<file path="src/rtl/maze_pkg.sv">
// Shared constants, state encoding and coordinate helpers for the depth-first maze solver.
package maze_pkg;

    localparam int N     = 16;
    localparam int CW    = 4;
    localparam int DEPTH = N * N;
    localparam int AW    = $clog2(DEPTH);
    localparam int SPW   = $clog2(DEPTH + 1);

    localparam logic [CW-1:0] GOAL = CW'(N - 1);

    localparam logic [1:0] DIR_XP = 2'd0;
    localparam logic [1:0] DIR_YP = 2'd1;
    localparam logic [1:0] DIR_XN = 2'd2;
    localparam logic [1:0] DIR_YN = 2'd3;

    typedef enum logic [3:0] {
        S_IDLE,
        S_CHK0,
        S_CHK0_S,
        S_MARK,
        S_PROBE,
        S_SAMPLE,
        S_NEXT,
        S_MOVE,
        S_POP,
        S_STREAM,
        S_FAIL
    } state_t;

    // One extra bit per axis so stepping off either edge is visible as >= N.
    typedef struct packed {
        logic [CW:0] x;
        logic [CW:0] y;
    } coord_t;

    function automatic coord_t step(input logic [CW-1:0] x, input logic [CW-1:0] y,
                                    input logic [1:0] d);
        coord_t c;
        c.x = {1'b0, x};
        c.y = {1'b0, y};
        case (d)
            DIR_XP:  c.x = c.x + (CW+1)'(1);
            DIR_YP:  c.y = c.y + (CW+1)'(1);
            DIR_XN:  c.x = c.x - (CW+1)'(1);
            default: c.y = c.y - (CW+1)'(1);
        endcase
        return c;
    endfunction

    function automatic logic in_bounds(input coord_t c);
        return (c.x < (CW+1)'(N)) && (c.y < (CW+1)'(N));
    endfunction

    // Undo a stacked move; the result is always on the grid, so CW bits suffice.
    function automatic logic [2*CW-1:0] retreat(input logic [CW-1:0] x, input logic [CW-1:0] y,
                                                input logic [1:0] d);
        logic [CW-1:0] rx;
        logic [CW-1:0] ry;
        rx = x;
        ry = y;
        case (d)
            DIR_XP:  rx = x - CW'(1);
            DIR_YP:  ry = y - CW'(1);
            DIR_XN:  rx = x + CW'(1);
            default: ry = y + CW'(1);
        endcase
        return {rx, ry};
    endfunction

endpackage

</file>
<file path="src/rtl/maze_solver_move_stack.sv">
// LIFO of 2-bit move directions with an indexed read port used both for pops and path streaming.
module move_stack #(
    parameter int DEPTH = 256,
    parameter int AW    = $clog2(DEPTH),
    parameter int SPW   = $clog2(DEPTH + 1)
) (
    input  logic           clk,
    input  logic           srst,
    input  logic           clear,
    input  logic           push,
    input  logic           pop,
    input  logic [1:0]     push_dir,
    input  logic [AW-1:0]  rd_addr,
    output logic [1:0]     rd_dir,
    output logic [SPW-1:0] sp
);

    logic [1:0]     stack_mem [DEPTH];
    logic [SPW-1:0] sp_reg;

    always_ff @(posedge clk) begin
        if (srst || clear) begin
            sp_reg <= '0;
        end else if (push) begin
            sp_reg <= sp_reg + SPW'(1);
        end else if (pop && (sp_reg != '0)) begin
            sp_reg <= sp_reg - SPW'(1);
        end
    end

    always_ff @(posedge clk) begin
        if (push && !clear) begin
            stack_mem[sp_reg[AW-1:0]] <= push_dir;
        end
    end

    assign rd_dir = stack_mem[rd_addr];
    assign sp     = sp_reg;

endmodule

</file>
<file path="src/rtl/maze_solver.sv">
// Depth-first rat-in-maze controller: marks visited cells in maze_memory, backtracks via
// a move stack, and streams the found path as direction codes.
module maze_solver
    import maze_pkg::*;
(
    input  logic          clk,
    input  logic          rst,
    input  logic          start,
    output logic          mem_rd,
    output logic          mem_wr,
    output logic [CW-1:0] mem_x,
    output logic [CW-1:0] mem_y,
    output logic          mem_din,
    input  logic          mem_dout,
    output logic          busy,
    output logic          done,
    output logic          fail,
    output logic          move_valid,
    output logic [1:0]    move_dir
);

    state_t         state_reg, state_next;
    logic [CW-1:0]  cur_x_reg, cur_x_next;
    logic [CW-1:0]  cur_y_reg, cur_y_next;
    logic [1:0]     d_reg, d_next;
    logic [SPW-1:0] idx_reg, idx_next;
    logic           done_reg, done_next;
    logic           fail_reg, fail_next;

    logic           st_push, st_pop, st_clear;
    logic [AW-1:0]  st_addr;
    logic [1:0]     st_dir;
    logic [SPW-1:0] sp;

    coord_t          nb;
    logic            nb_ok, nb_goal;
    logic [2*CW-1:0] back;

    assign nb      = step(cur_x_reg, cur_y_reg, d_reg);
    assign nb_ok   = in_bounds(nb);
    assign nb_goal = (nb.x == {1'b0, GOAL}) && (nb.y == {1'b0, GOAL});
    assign back    = retreat(cur_x_reg, cur_y_reg, st_dir);

    // POP reads the top entry; otherwise the port walks the stack for streaming.
    assign st_addr = (state_reg == S_POP) ? (sp[AW-1:0] - AW'(1)) : idx_reg[AW-1:0];

    move_stack #(
        .DEPTH (DEPTH),
        .AW    (AW),
        .SPW   (SPW)
    ) u_stack (
        .clk      (clk),
        .srst     (rst),
        .clear    (st_clear),
        .push     (st_push),
        .pop      (st_pop),
        .push_dir (d_reg),
        .rd_addr  (st_addr),
        .rd_dir   (st_dir),
        .sp       (sp)
    );

    always_ff @(posedge clk) begin
        if (rst) begin
            state_reg <= S_IDLE;
            cur_x_reg <= '0;
            cur_y_reg <= '0;
            d_reg     <= '0;
            idx_reg   <= '0;
            done_reg  <= 1'b0;
            fail_reg  <= 1'b0;
        end else begin
            state_reg <= state_next;
            cur_x_reg <= cur_x_next;
            cur_y_reg <= cur_y_next;
            d_reg     <= d_next;
            idx_reg   <= idx_next;
            done_reg  <= done_next;
            fail_reg  <= fail_next;
        end
    end

    always_comb begin
        state_next = state_reg;
        cur_x_next = cur_x_reg;
        cur_y_next = cur_y_reg;
        d_next     = d_reg;
        idx_next   = idx_reg;
        done_next  = done_reg;
        fail_next  = fail_reg;
        st_push    = 1'b0;
        st_pop     = 1'b0;
        st_clear   = 1'b0;
        mem_rd     = 1'b0;
        mem_wr     = 1'b0;
        mem_x      = '0;
        mem_y      = '0;
        move_valid = 1'b0;
        move_dir   = 2'd0;

        case (state_reg)
            S_IDLE: begin
                if (start) begin
                    done_next  = 1'b0;
                    fail_next  = 1'b0;
                    cur_x_next = '0;
                    cur_y_next = '0;
                    d_next     = '0;
                    st_clear   = 1'b1;
                    state_next = S_CHK0;
                end
            end
            S_CHK0: begin
                mem_rd     = 1'b1;
                state_next = S_CHK0_S;
            end
            S_CHK0_S:  state_next = mem_dout ? S_FAIL : S_MARK;
            S_MARK: begin
                mem_wr     = 1'b1;
                mem_x      = cur_x_reg;
                mem_y      = cur_y_reg;
                d_next     = '0;
                state_next = S_PROBE;
            end
            S_PROBE: begin
                if (nb_ok) begin
                    mem_rd     = 1'b1;
                    mem_x      = nb.x[CW-1:0];
                    mem_y      = nb.y[CW-1:0];
                    state_next = S_SAMPLE;
                end else begin
                    state_next = S_NEXT;
                end
            end
            S_SAMPLE:  state_next = mem_dout ? S_NEXT : S_MOVE;
            S_NEXT: begin
                if (d_reg != DIR_YN) begin
                    d_next     = d_reg + 2'd1;
                    state_next = S_PROBE;
                end else begin
                    state_next = S_POP;
                end
            end
            S_MOVE: begin
                st_push    = 1'b1;
                cur_x_next = nb.x[CW-1:0];
                cur_y_next = nb.y[CW-1:0];
                if (nb_goal) begin
                    idx_next   = '0;
                    state_next = S_STREAM;
                end else begin
                    state_next = S_MARK;
                end
            end
            S_POP: begin
                if (sp == '0) begin
                    state_next = S_FAIL;
                end else begin
                    st_pop     = 1'b1;
                    cur_x_next = back[2*CW-1:CW];
                    cur_y_next = back[CW-1:0];
                    // A popped -y move has no untried directions left, so keep popping.
                    if (st_dir != DIR_YN) begin
                        d_next     = st_dir + 2'd1;
                        state_next = S_PROBE;
                    end
                end
            end
            S_STREAM: begin
                move_valid = 1'b1;
                move_dir   = st_dir;
                idx_next   = idx_reg + SPW'(1);
                if ((idx_reg + SPW'(1)) >= sp) begin
                    done_next  = 1'b1;
                    state_next = S_IDLE;
                end
            end
            S_FAIL: begin
                fail_next  = 1'b1;
                state_next = S_IDLE;
            end
            default:   state_next = S_IDLE;
        endcase
    end

    assign busy    = (state_reg != S_IDLE);
    assign done    = done_reg;
    assign fail    = fail_reg;
    assign mem_din = 1'b1;

endmodule
</file>
<file path="config.mk">
export PLATFORM = sky130hd
export DESIGN_NAME = maze_solver
export DESIGN_NICKNAME = d
export VERILOG_FILES = /design/src/rtl/maze_pkg.sv /design/src/rtl/maze_solver_move_stack.sv /design/src/rtl/maze_solver.sv
export SDC_FILE = /design/constraint.sdc
export NUM_CORES = 1
export LEC_CHECK = 0
export CAP_MARGIN = 20
export CORE_ASPECT_RATIO = 1.5
export CORE_MARGIN = 2
export CORE_UTILIZATION = 65
export CTS_BUF_LIST = sky130_fd_sc_hd__clkbuf_4 sky130_fd_sc_hd__clkbuf_8
export CTS_CLUSTER_DIAMETER = 200
export DETAILED_ROUTE_END_ITERATION = 12
export PLACE_DENSITY = 0.93
export SYNTH_ARGS = -nofsm -noshare
export SYNTH_HDL_FRONTEND = slang
export SYNTH_SLANG_ARGS = --single-unit
export TNS_END_PERCENT = 50
</file>
<file path="constraint.sdc">
create_clock -name clk -period 9.7 [get_ports clk]
set_input_delay 1.94 -clock clk [delete_from_list [all_inputs] [get_ports clk]]
set_output_delay 1.94 -clock clk [all_outputs]
set_load 0.005 [all_outputs]
</file>
Yosys cells after proc, flatten, opt, wreduce, memory -nomap -nowiden
Memories as Yosys holds them, arrays and structs flattened.
Index checks and enable logic that the tools add are counted.
W data, S select, Z words.
- register bits after elaboration: 34
- memory bits (writable): 512
- bits of input ports: 4
- output and inout bits: 17
- word-level logic and storage cells: 129
- memories: 1
- memory list (name ; depth ; bits a word ; read ports ; clocked after memory_dff ; wr ports ; RTL line ; text):
    u_stack.stack_mem ; 256 ; 2 ; 1 ; 0 ; 1 ; maze_solver_move_stack.sv:18 ; logic [1:0] stack_mem [DEPTH];
- $add $sub $neg: 14
- order comparisons: 3
- equal/unequal tests: 27
- muxes and demuxes: 49
- reductions and logical operators: 27
- operators with widths (operator ; number):
    $mux W4 ; 12
    $pmux W4 S10 ; 1
    $pmux W4 S2 ; 4
    $mux W9 ; 3
    $pmux W4 S3 ; 2
    $pmux W5 S2 ; 2
    $add A9 B1 Y9 const B ; 2
    $pmux W9 S2 ; 1
    $eq A4 B3 Y1 const B ; 4
    $ne A2 B2 Y1 const B ; 8
    $mux W1 ; 13
    $eq A4 B4 Y1 const B ; 3
    $mux W2 ; 6
    $add A4 B1 Y5 const B ; 2
    $eq A5 B4 Y1 const B ; 2
    $lt A5 B5 Y1 const B ; 2
    $sub A4 B1 Y5 const B ; 2
    $ge A9 B9 Y1 ; 1
    $logic_not A9 Y1 ; 1
    $reduce_bool A9 Y1 ; 1
    $sub A9 B1 Y9 const B ; 1
    $add A4 B1 Y4 const B ; 2
    $eq A4 B2 Y1 const B ; 2
    $mux W8 ; 1
    other kinds (23) ; 42

Longest topological paths before layout
Gate-level depths: netlist of run 1.
An unclocked memory read counts as a cell.
- word-level depth: 8
- depth in mapped cells: 23
- depth with buffers taken out: 19

Hierarchy
Synthesis of run 1 repeated with hierarchy kept, for this count alone.
- cells, all modules: 1708
- area, all modules: 24342.1 µm²
- by module, submodules not included (module ; times used ; cells each ; area an instance (µm²) ; sequential area each (µm²)):
    move_stack ; 1 ; 1353 ; 21732.1 ; 15554.9
    maze_solver ; 1 ; 355 ; 2610.0 ; 500.5

Worst setup path before layout of run 1
OpenSTA, ideal clock, no wires.
- path type: reg2out
- from: register d_reg[0]
- to: output port mem_y[1]
- arrival time: 6.136 ns
- data required time: 7.760 ns
- slack: 1.624 ns
- cell stages (with the launch flop): 13
- path buffers: 2
- cell sequence: dfxtp_1 clkbuf_1 buf_1 nor2b_1 fa_1 a21o_1 a211oi_1 a31oi_1 xor2_1 nand3b_1 nor2_1 o21ai_0 o21ai_0
- longest elaborated chain between the ends: 7
- elaborated cells between the ends (all ways): 11
- classes of those cells: order compare: 2; eq/ne: 2; mux: 4; reduce/logical: 3
- ends and longest elaborated chain (element ; RTL line ; text):
    from (decl) ; maze_solver.sv:25 ; logic [1:0] d_reg, d_next;
    from (signal assigned) ; maze_solver.sv:76 ; d_reg <= d_next;
    $eq A2 B2 Y1 or $logic_not A2 Y1 (tied branches) ; maze_pkg.sv:42 ; case (d)
    $reduce_or A2 Y1 (no line) ; - ;
    $pmux W5 S2 ; maze_pkg.sv:42 ;
    $lt A5 B5 Y1 ; maze_pkg.sv:52 ; return (c.x < (CW+1)'(N)) && (c.y < (CW+1)'(N));
    $logic_and A1 B1 Y1 ; maze_pkg.sv:52 ;
    $mux W4 (*) ; maze_solver.sv:126 ; if (nb_ok) begin
    $pmux W4 S2 (*) ; maze_solver.sv:101 ; case (state_reg)
    to (decl) ; maze_solver.sv:12 ; output logic [CW-1:0] mem_y,
Every way passes the cells marked *; elsewhere a longest branch is shown, timed or not.

Worst setup path after layout of run 1
- from: register state_reg[3]
- to: output port move_dir[0]
- longest elaborated chain between the ends: 4
- elaborated cells between the ends (all ways): 5
- classes of those cells: eq/ne: 2; mux: 2; memory: 1
- ends and longest elaborated chain (element ; RTL line ; text):
    from (decl) ; maze_solver.sv:22 ; state_t state_reg, state_next;
    from (signal assigned) ; maze_solver.sv:73 ; state_reg <= state_next;
    $eq A4 B4 Y1 ; maze_solver.sv:45 ; assign st_addr = (state_reg == S_POP) ? (sp[AW-1:0] - AW'(1)) : idx_reg[AW-1:0];
    $mux W8 ; maze_solver.sv:45 ;
    $mem_v2 Z256 W2 ; - ;
    $mux W2 (*) ; maze_solver.sv:101 ;
    to (decl) ; maze_solver.sv:19 ; output logic [1:0] move_dir
Marked as above.

==> reports/metrics.yaml, run 1 <==
grt_max_degree: 116
crit-reg2reg-capture: "cur_x_reg[3]"
number_of_enable_flip_flop_cells_after_synthesis: 512
slew_viol_final: 0
crit_path_frequent_cell: "sky130_fd_sc_hd__buf_4"
setup_slack_of_the_most_critical_reg_to_reg_path_ns: 2.75
cp_data_arrival_time_ns: 6.32
placement.cell_area_um2: 24800
post-route-cell-area_um2: 26300
antenna_found_initial: 2
clk_root_buffer_cell: "sky130_fd_sc_hd__clkbuf_8"
drt_first_iter_violations: 2944
ant_nets: 0
rr_worst_depth: 18
yosysUniqueCellTypes: 77
yosys_most_used_dff: "sky130_fd_sc_hd__edfxtp_1"
critPathTopFamily: "multiplexers"
clock_skew_ns: 0.0384
max-cap-violations: 0
pin_count: 21
ys_top_cells_by_area: "sky130_fd_sc_hd__edfxtp_1 63%, sky130_fd_sc_hd__mux4_2 8.4%, sky130_fd_sc_hd__nor2_1 4.9%, sky130_fd_sc_hd__dfxtp_1 2.8%, sky130_fd_sc_hd__nand2_1 2.5%"
rows: 86
timing.setup.tns_ns: 0
post_cts_resized: 0
cts_hold_repair.buffers: 0
syn_avg_cell_area_um2: 14.0
routedWlPerCell_um: 27.9
numPortBuffers: 19
most-common-layout-cells: "512 x sky130_fd_sc_hd__edfxtp_1, 316 x sky130_fd_sc_hd__nor2_1, 159 x sky130_fd_sc_hd__nand2_1, 90 x sky130_fd_sc_hd__mux4_2, 78 x sky130_fd_sc_hd__clkbuf_8"
commonest_non_fill_non_tap_cell_in_the_layout: "sky130_fd_sc_hd__edfxtp_1"
critPathLaunchType: "flop"
timing.hold.ws_ns: 0.482
min_delay_worst_endpoint: "fail"
worst_r2r_startpoint: "state_reg[3]"
netlist_instances: 1728
result_of_the_run: "completed"
postSynth.asyncResetShare_pct: 0
start_util_pct: 65.9
synth_largest_area_cell: "sky130_fd_sc_hd__edfxtp_1"
leakagePower_uw: 0.00867
first_pass_iters: 10
min_period_ns: 8.26
cp_slowest_cell: "sky130_fd_sc_hd__mux2i_4"
cts_tree: "yes"
first_global_vias: 16364
timing.critical_path.required_ns: 7.76
crit_path_cell_trace: "nor4b_4 -> buf_4 -> mux2i_4 -> buf_4 -> mux4_2 -> a22o_1 -> a31oi_1 -> o21bai_1 -> a311oi_1 -> or4_1 -> nor2_1 -> clkdlybuf4s50_1"
fill_cells: 2008
grt_usage_pct: 33.0
postSynthRegisterBits: 546
syn_nets: 1767
holdCritPathClass: "reg -> reg"
vias_per_cell: 7.11
synth_top_area_share_pct: 63.4
layout-area-overhead-vs-synth_pct: 8.36
timing.critical_path.slowest_cell_delay_ns: 0.92
core_area_um2: 36800
timing_hold_violations_final: 0
ys.warnings.count: 0
whs_path_depth: 2
post-route-period-util_pct: 85.1
numCtsBuffers: 75
cts_buffer_depth: 3
clk_pin_slew_ns: 0.07
seq_area_frac_synth_pct: 66.2
peak_freq_mhz: 121
die_height_um: 241
grt_setup_unrepaired: "no"
grt.overflow.total: 0
final_layout_size_suffix_gt1_share_pct: 14.4
crit_type: "reg -> out"
worstMarginPinSlew_ns: 1.22
wire_length_of_the_first_global_routing_pass_mm: 94.7
power.ir.vdd_worst_uv: 247
worst-path-buf-inv: 3
htree_levels: 3
powerDensity_nw_per_um2: 253
finish.net_count: 1791
min_from: "fail"
cp-end-kind: "output port"
hpwl_mm: 37.5
post-route-drc-count: 0
gpl.final_weighted_congestion: 0.967
relSlewSlack_pct: 18.3
synth.cell_area_um2: 24200
vias: 16253
cts_setup_buffers: 0
clkSinkCount: 546
worst_skew_pair.late_latency_ns: 0.65
largest_reg_flops: 512
dieArea_um2: 38900
worst-path-max-fanout: 27
drt-total-wl_mm: 63.7
timing.final.setup_violations: 0
die_x_um: 162
-- per-layer routing --
metal	vias to the layer above	GRT usage, %	wire length [µm]
met5	-	0.631	14
met4	2	23.0	4870
met3	389	9.87	8800
met2	1556	53.4	30700
met1	7727	37.9	19400
li1	6579	-	-
-- cell usage after synthesis (all sizes together), types with 17 or more instances --
master,count
a21oi,66
ha,31
o21ai,24
nand3,56
edfxtp,512
nor3,17
buf,39
nand2,159
dfxtp,34
xnor2,19
a31oi,21
nor2,316
mux2i,41
a22oi,43
inv,26
mux4,91
clkbuf,65
-- final cells by class --
type                    instances  area (µm²)  area share (%)
flip-flops and latches        546       16100            61.2
multi-input cells            1050        7530            28.7
clock buffers                  98        1220            4.66
well taps                     484         606            2.31
repair buffers                 52         510            1.94
clock inverters                28         224           0.853
inverters                      27         101           0.386
diodes                          1        2.50         0.00953
-- where the power goes --
| group | switching (µW) | leakage [µW] | internal, µW | total (µW) |
|---|---|---|---|---|
| Combinational | 1310 | 0.00280 | 770 | 2080 |
| Sequential | 86.0 | 0.00511 | 2720 | 2810 |
| Clock | 834 | 0.000766 | 925 | 1760 |
| Total | 2230 | 0.00867 | 4410 | 6650 |
-- worst reg2reg max path: stages, from the launching register on --
cell,delay (ns)
sky130_fd_sc_hd__dfxtp_1,0.57
sky130_fd_sc_hd__nor4b_4,0.26
sky130_fd_sc_hd__buf_4,0.39
sky130_fd_sc_hd__mux2i_4,0.93
sky130_fd_sc_hd__buf_4,0.57
sky130_fd_sc_hd__mux4_2,0.56
sky130_fd_sc_hd__a22oi_1,0.23
sky130_fd_sc_hd__a21oi_1,0.13
sky130_fd_sc_hd__a2111oi_0,1.02
sky130_fd_sc_hd__or4_4,0.43
sky130_fd_sc_hd__nor2_1,0.14
sky130_fd_sc_hd__inv_1,0.14
sky130_fd_sc_hd__ha_1,0.24
sky130_fd_sc_hd__a21o_1,0.18
sky130_fd_sc_hd__a21oi_1,0.16
sky130_fd_sc_hd__xor2_1,0.12
sky130_fd_sc_hd__or4_1,0.43
sky130_fd_sc_hd__a31o_1,0.24
sky130_fd_sc_hd__a21oi_1,0.13
-- stage by stage --
stage          instances  power (µW)  setup slack [ns]  util [%]
3_3_place_gp        2156        4750              2.43      67.2
2_1_floorplan       1728        4350              1.62         -
6_report            2286        6650              1.44      71.4
3_5_place_dp        2157        4830              2.32      67.3
5_1_grt             2286        6840              1.27      71.4
4_1_cts             2283        6570              1.59      71.2
-- logic make-up (layout without fill, tap and decap cells) --
family | after synthesis | after routing | synth area share (%)
flops | 546 | 546 | 66.2
other cells | 1 | 2 | 0.0155
buf+inv | 132 | 205 | 2.79
compound gates | 247 | 247 | 7.02
fa+ha+maj | 35 | 35 | 1.93
mux | 137 | 137 | 10.5
simple gates | 602 | 602 | 10.5
xor+xnor | 28 | 28 | 1.01
-- how the worst max path moves through the flow --
| stage | from | to | slack, ns | cells after the start |
|---|---|---|---|---|
| 6_report | state_reg[3] | move_dir[0] | 1.44 | 12 |
| 3_5_place_dp | state_reg[3] | move_dir[0] | 2.32 | 12 |
| 5_1_grt | state_reg[3] | move_dir[0] | 1.27 | 12 |
| 2_1_floorplan | d_reg[0] | mem_y[1] | 1.62 | 12 |
| 3_3_place_gp | state_reg[3] | move_dir[1] | 2.43 | 12 |
| 4_1_cts | state_reg[3] | move_dir[0] | 1.59 | 12 |
(Power assumes the default switching activity.)
==> run 2: changes to the inputs <==
--- a/config.mk
+++ b/config.mk
@@ -5,14 +5,14 @@
 export SDC_FILE = /design/constraint.sdc
 export NUM_CORES = 1
 export LEC_CHECK = 0
-export CAP_MARGIN = 20
+export CAP_MARGIN = 5
 export CORE_ASPECT_RATIO = 1.5
 export CORE_MARGIN = 2
-export CORE_UTILIZATION = 65
+export CORE_UTILIZATION = 40
 export CTS_BUF_LIST = sky130_fd_sc_hd__clkbuf_4 sky130_fd_sc_hd__clkbuf_8
 export CTS_CLUSTER_DIAMETER = 200
 export DETAILED_ROUTE_END_ITERATION = 12
-export PLACE_DENSITY = 0.93
+export PLACE_DENSITY = 0.66
 export SYNTH_ARGS = -nofsm -noshare
 export SYNTH_HDL_FRONTEND = slang
 export SYNTH_SLANG_ARGS = --single-unit
==> run 2 against run 1 <==
Net effect: cell area grew 1.5%; first-iteration DRC count shrank 43%; clock power is essentially flat; maximum frequency increased by 0.18%; non-clock buffer count increased by 6; clock-buffer cell count shrank 8; hold slack worse by 0.0085 ns; wire length decreased by 2.4%; setup slack improved by 0.015 ns; highest routed layer is now met4; critical endpoint is now move_dir[1]; sequential share of layout area decreased by 0.92 points.
==> reports/metrics.yaml, run 2 (synthesized netlist as in run 1, its figures left out) <==
result_of_the_run: "completed"
gpl.final_weighted_congestion: 0.866  # -10%
layout-area-overhead-vs-synth_pct: 10.0
clock_skew_ns: 0.0476  # +0.00920 ns
timing.critical_path.required_ns: 7.76  # about the same
post-route-drc-count: 0  # unchanged
pin_count: 21  # unchanged
timing.final.setup_violations: 0  # unchanged
timing.setup.tns_ns: 0  # unchanged
multiInputGateArea_um2: 7540  # about the same
power.ir.vdd_worst_uv: 126  # -49%
timing.critical_path.slowest_cell_delay_ns: 0.87  # -0.05 ns
regArea_um2: 16100  # unchanged
wire_length_of_the_first_global_routing_pass_mm: 92.9  # -1.9%
critPathLaunchType: "flop"
peak_freq_mhz: 121  # +0.18%
largest_reg_flops: 512  # unchanged
min_period_ns: 8.24  # -0.0147 ns
drt-total-wl_mm: 62.2  # -2.4%
pwr-share-seq_pct: 42.4  # +0.2 points
relSlewSlack_pct: 16.2  # -2.2 points
first_global_vias: 15463  # -5.5%
first_pass_iters: 5  # -5
powerDensity_nw_per_um2: 248  # -2.1%
cts_hold_repair.buffers: 0  # unchanged
dieArea_um2: 62600  # +61%
cts_buffer_depth: 3  # unchanged
htree_levels: 3  # unchanged
grt.overflow.total: 0  # unchanged
swShare_pct: 33.5  # -0.11 points
timing_hold_violations_final: 0  # unchanged
core_area_um2: 60000  # +63%
grt_setup_unrepaired: "no"
cts_tree: "yes"
vias_per_cell: 5.81  # -18%
post-route-period-util_pct: 85.0  # -0.15 points
crit_type: "reg -> out"
leakagePower_uw: 0.00869  # +0.16%
worst-path-max-fanout: 65  # +140%
worstMarginPinSlew_ns: 1.23  # +0.00424 ns
grt_usage_pct: 19.9  # -13 points
antenna_found_initial: 1  # -1
finish.net_count: 1797  # +0.34%
cts_setup_buffers: 0  # unchanged
comb_power_share_pct: 30.9  # -0.4 points
stdcell_count: 2601  # +14%
fill_cells: 5321  # +160%
cp_data_arrival_time_ns: 6.30  # -0.02 ns
die_x_um: 205  # +27%
share_clk_of_total_power_pct: 26.7  # +0.2 points
final_layout_size_suffix_gt1_share_pct: 14.8  # +0.43 points
start_util_pct: 40.4  # -25 points
slew_viol_final: 0  # unchanged
power.internal_uw: 4390  # -0.48%
vias: 15122  # -7.0%
clk_pin_slew_ns: 0.07  # about the same
grt_max_degree: 114  # -1.7%
clk_root_buffer_cell: "sky130_fd_sc_hd__clkbuf_8"
die_height_um: 305  # +27%
ant_nets: 0  # unchanged
crit_path_cell_trace: "nor4b_4 -> buf_4 -> mux2i_4 -> buf_12 -> mux4_1 -> mux2_2 -> a222oi_1 -> nor2_1 -> a2111oi_0 -> or4_4 -> nor2_1 -> clkdlybuf4s50_1"
max-cap-violations: 0  # unchanged
worst_skew_pair.late_latency_ns: 0.68  # +0.03 ns
rows: 110  # +28%
crit_path_frequent_cell: "sky130_fd_sc_hd__nor2_1"
post_cts_resized: 0  # unchanged
numCtsBuffers: 75  # unchanged
cp-end-kind: "output port"
placement.cell_area_um2: 25200  # +1.7%
most-common-layout-cells: "512 x sky130_fd_sc_hd__edfxtp_1, 316 x sky130_fd_sc_hd__nor2_1, 158 x sky130_fd_sc_hd__nand2_1, 90 x sky130_fd_sc_hd__mux4_2, 76 x sky130_fd_sc_hd__clkbuf_8"
worst-path-buf-inv: 3  # unchanged
post-route-cell-area_um2: 26700  # +1.5%
drt_first_iter_violations: 1688  # -43%
numPortBuffers: 19  # unchanged
critPathTopFamily: "multiplexers"
p_sw_uw: 2210  # -0.98%
clkSinkCount: 546  # unchanged
routedWlPerCell_um: 23.9  # -14%
dp.cells: 2465  # +14%
commonest_non_fill_non_tap_cell_in_the_layout: "sky130_fd_sc_hd__edfxtp_1"
holdCritPathClass: "reg -> reg"
cp_slowest_cell: "sky130_fd_sc_hd__a2111oi_0"
hpwl_mm: 38.4  # +2.5%
==> run 2: cell count changes in the layout (fill, tap and decap cells not counted), moves of 5 or more <==
cell,delta
sky130_fd_sc_hd__clkinv_2,+5
sky130_fd_sc_hd__clkbuf_4,-6
sky130_fd_sc_hd__clkinv_1,+6
sky130_fd_sc_hd__buf_4,+9
==> run 2: layout make-up <==
cell class,count,share of cell area (%)
flip-flops and latches,546,60.2
multi-input cells,1050,28.3
clock buffers,90,4.32
well taps,784,3.68
repair buffers,58,1.91
clock inverters,45,1.21
inverters,27,0.380
diodes,1,0.00938
==> run 2: worst min-delay path: stages, from the launching register on <==
cell	delay (ns)
sky130_fd_sc_hd__dfxtp_1	0.33
sky130_fd_sc_hd__a31oi_1	0.04
sky130_fd_sc_hd__nor2_1	0.07
==> run 2: worst paths after layout <==
kind                                     end  cells past startpoint          from  slack [ns]
worst max-delay path             move_dir[1]                     12  state_reg[3]        1.46
worst min register to register          done                      2          done        0.47
worst max register to register  cur_x_reg[3]                     19  state_reg[3]        2.78
worst min-delay path                    done                      2          done        0.47
==> run 2: per-stage QoR <==
stage | power (µW) | utilization (%) | hold WS [ns] | setup slack [ns]
global placement | 4850 | 42.0 | 0.462 | 2.42
detailed placement | 4880 | 42.0 | 0.463 | 2.25
floorplan | 4350 | - | 0.460 | 1.62
CTS | 6630 | 44.4 | 0.479 | 1.55
finish | 6600 | 44.4 | 0.474 | 1.46
global route | 6870 | 44.4 | 0.517 | 1.31
==> run 2: layer usage <==
metal,track usage (%),wire [µm]
met4,12.5,3900
met1,22.8,22300
met5,0,0
met2,34.3,31700
met3,3.46,4210
==> run 2: power by group through the flow <==
| stage | Combinational, µW | Sequential (µW) | Clock [µW] |
|---|---|---|---|
| after global routing | 2180 | 2810 | 1880 |
| after CTS | 2040 | 2800 | 1790 |
| after global placement | 2000 | 2850 | 0 |
| after detailed placement | 2030 | 2850 | 0 |
| final | 2040 | 2800 | 1760 |
| after floorplan | 1470 | 2890 | 0 |
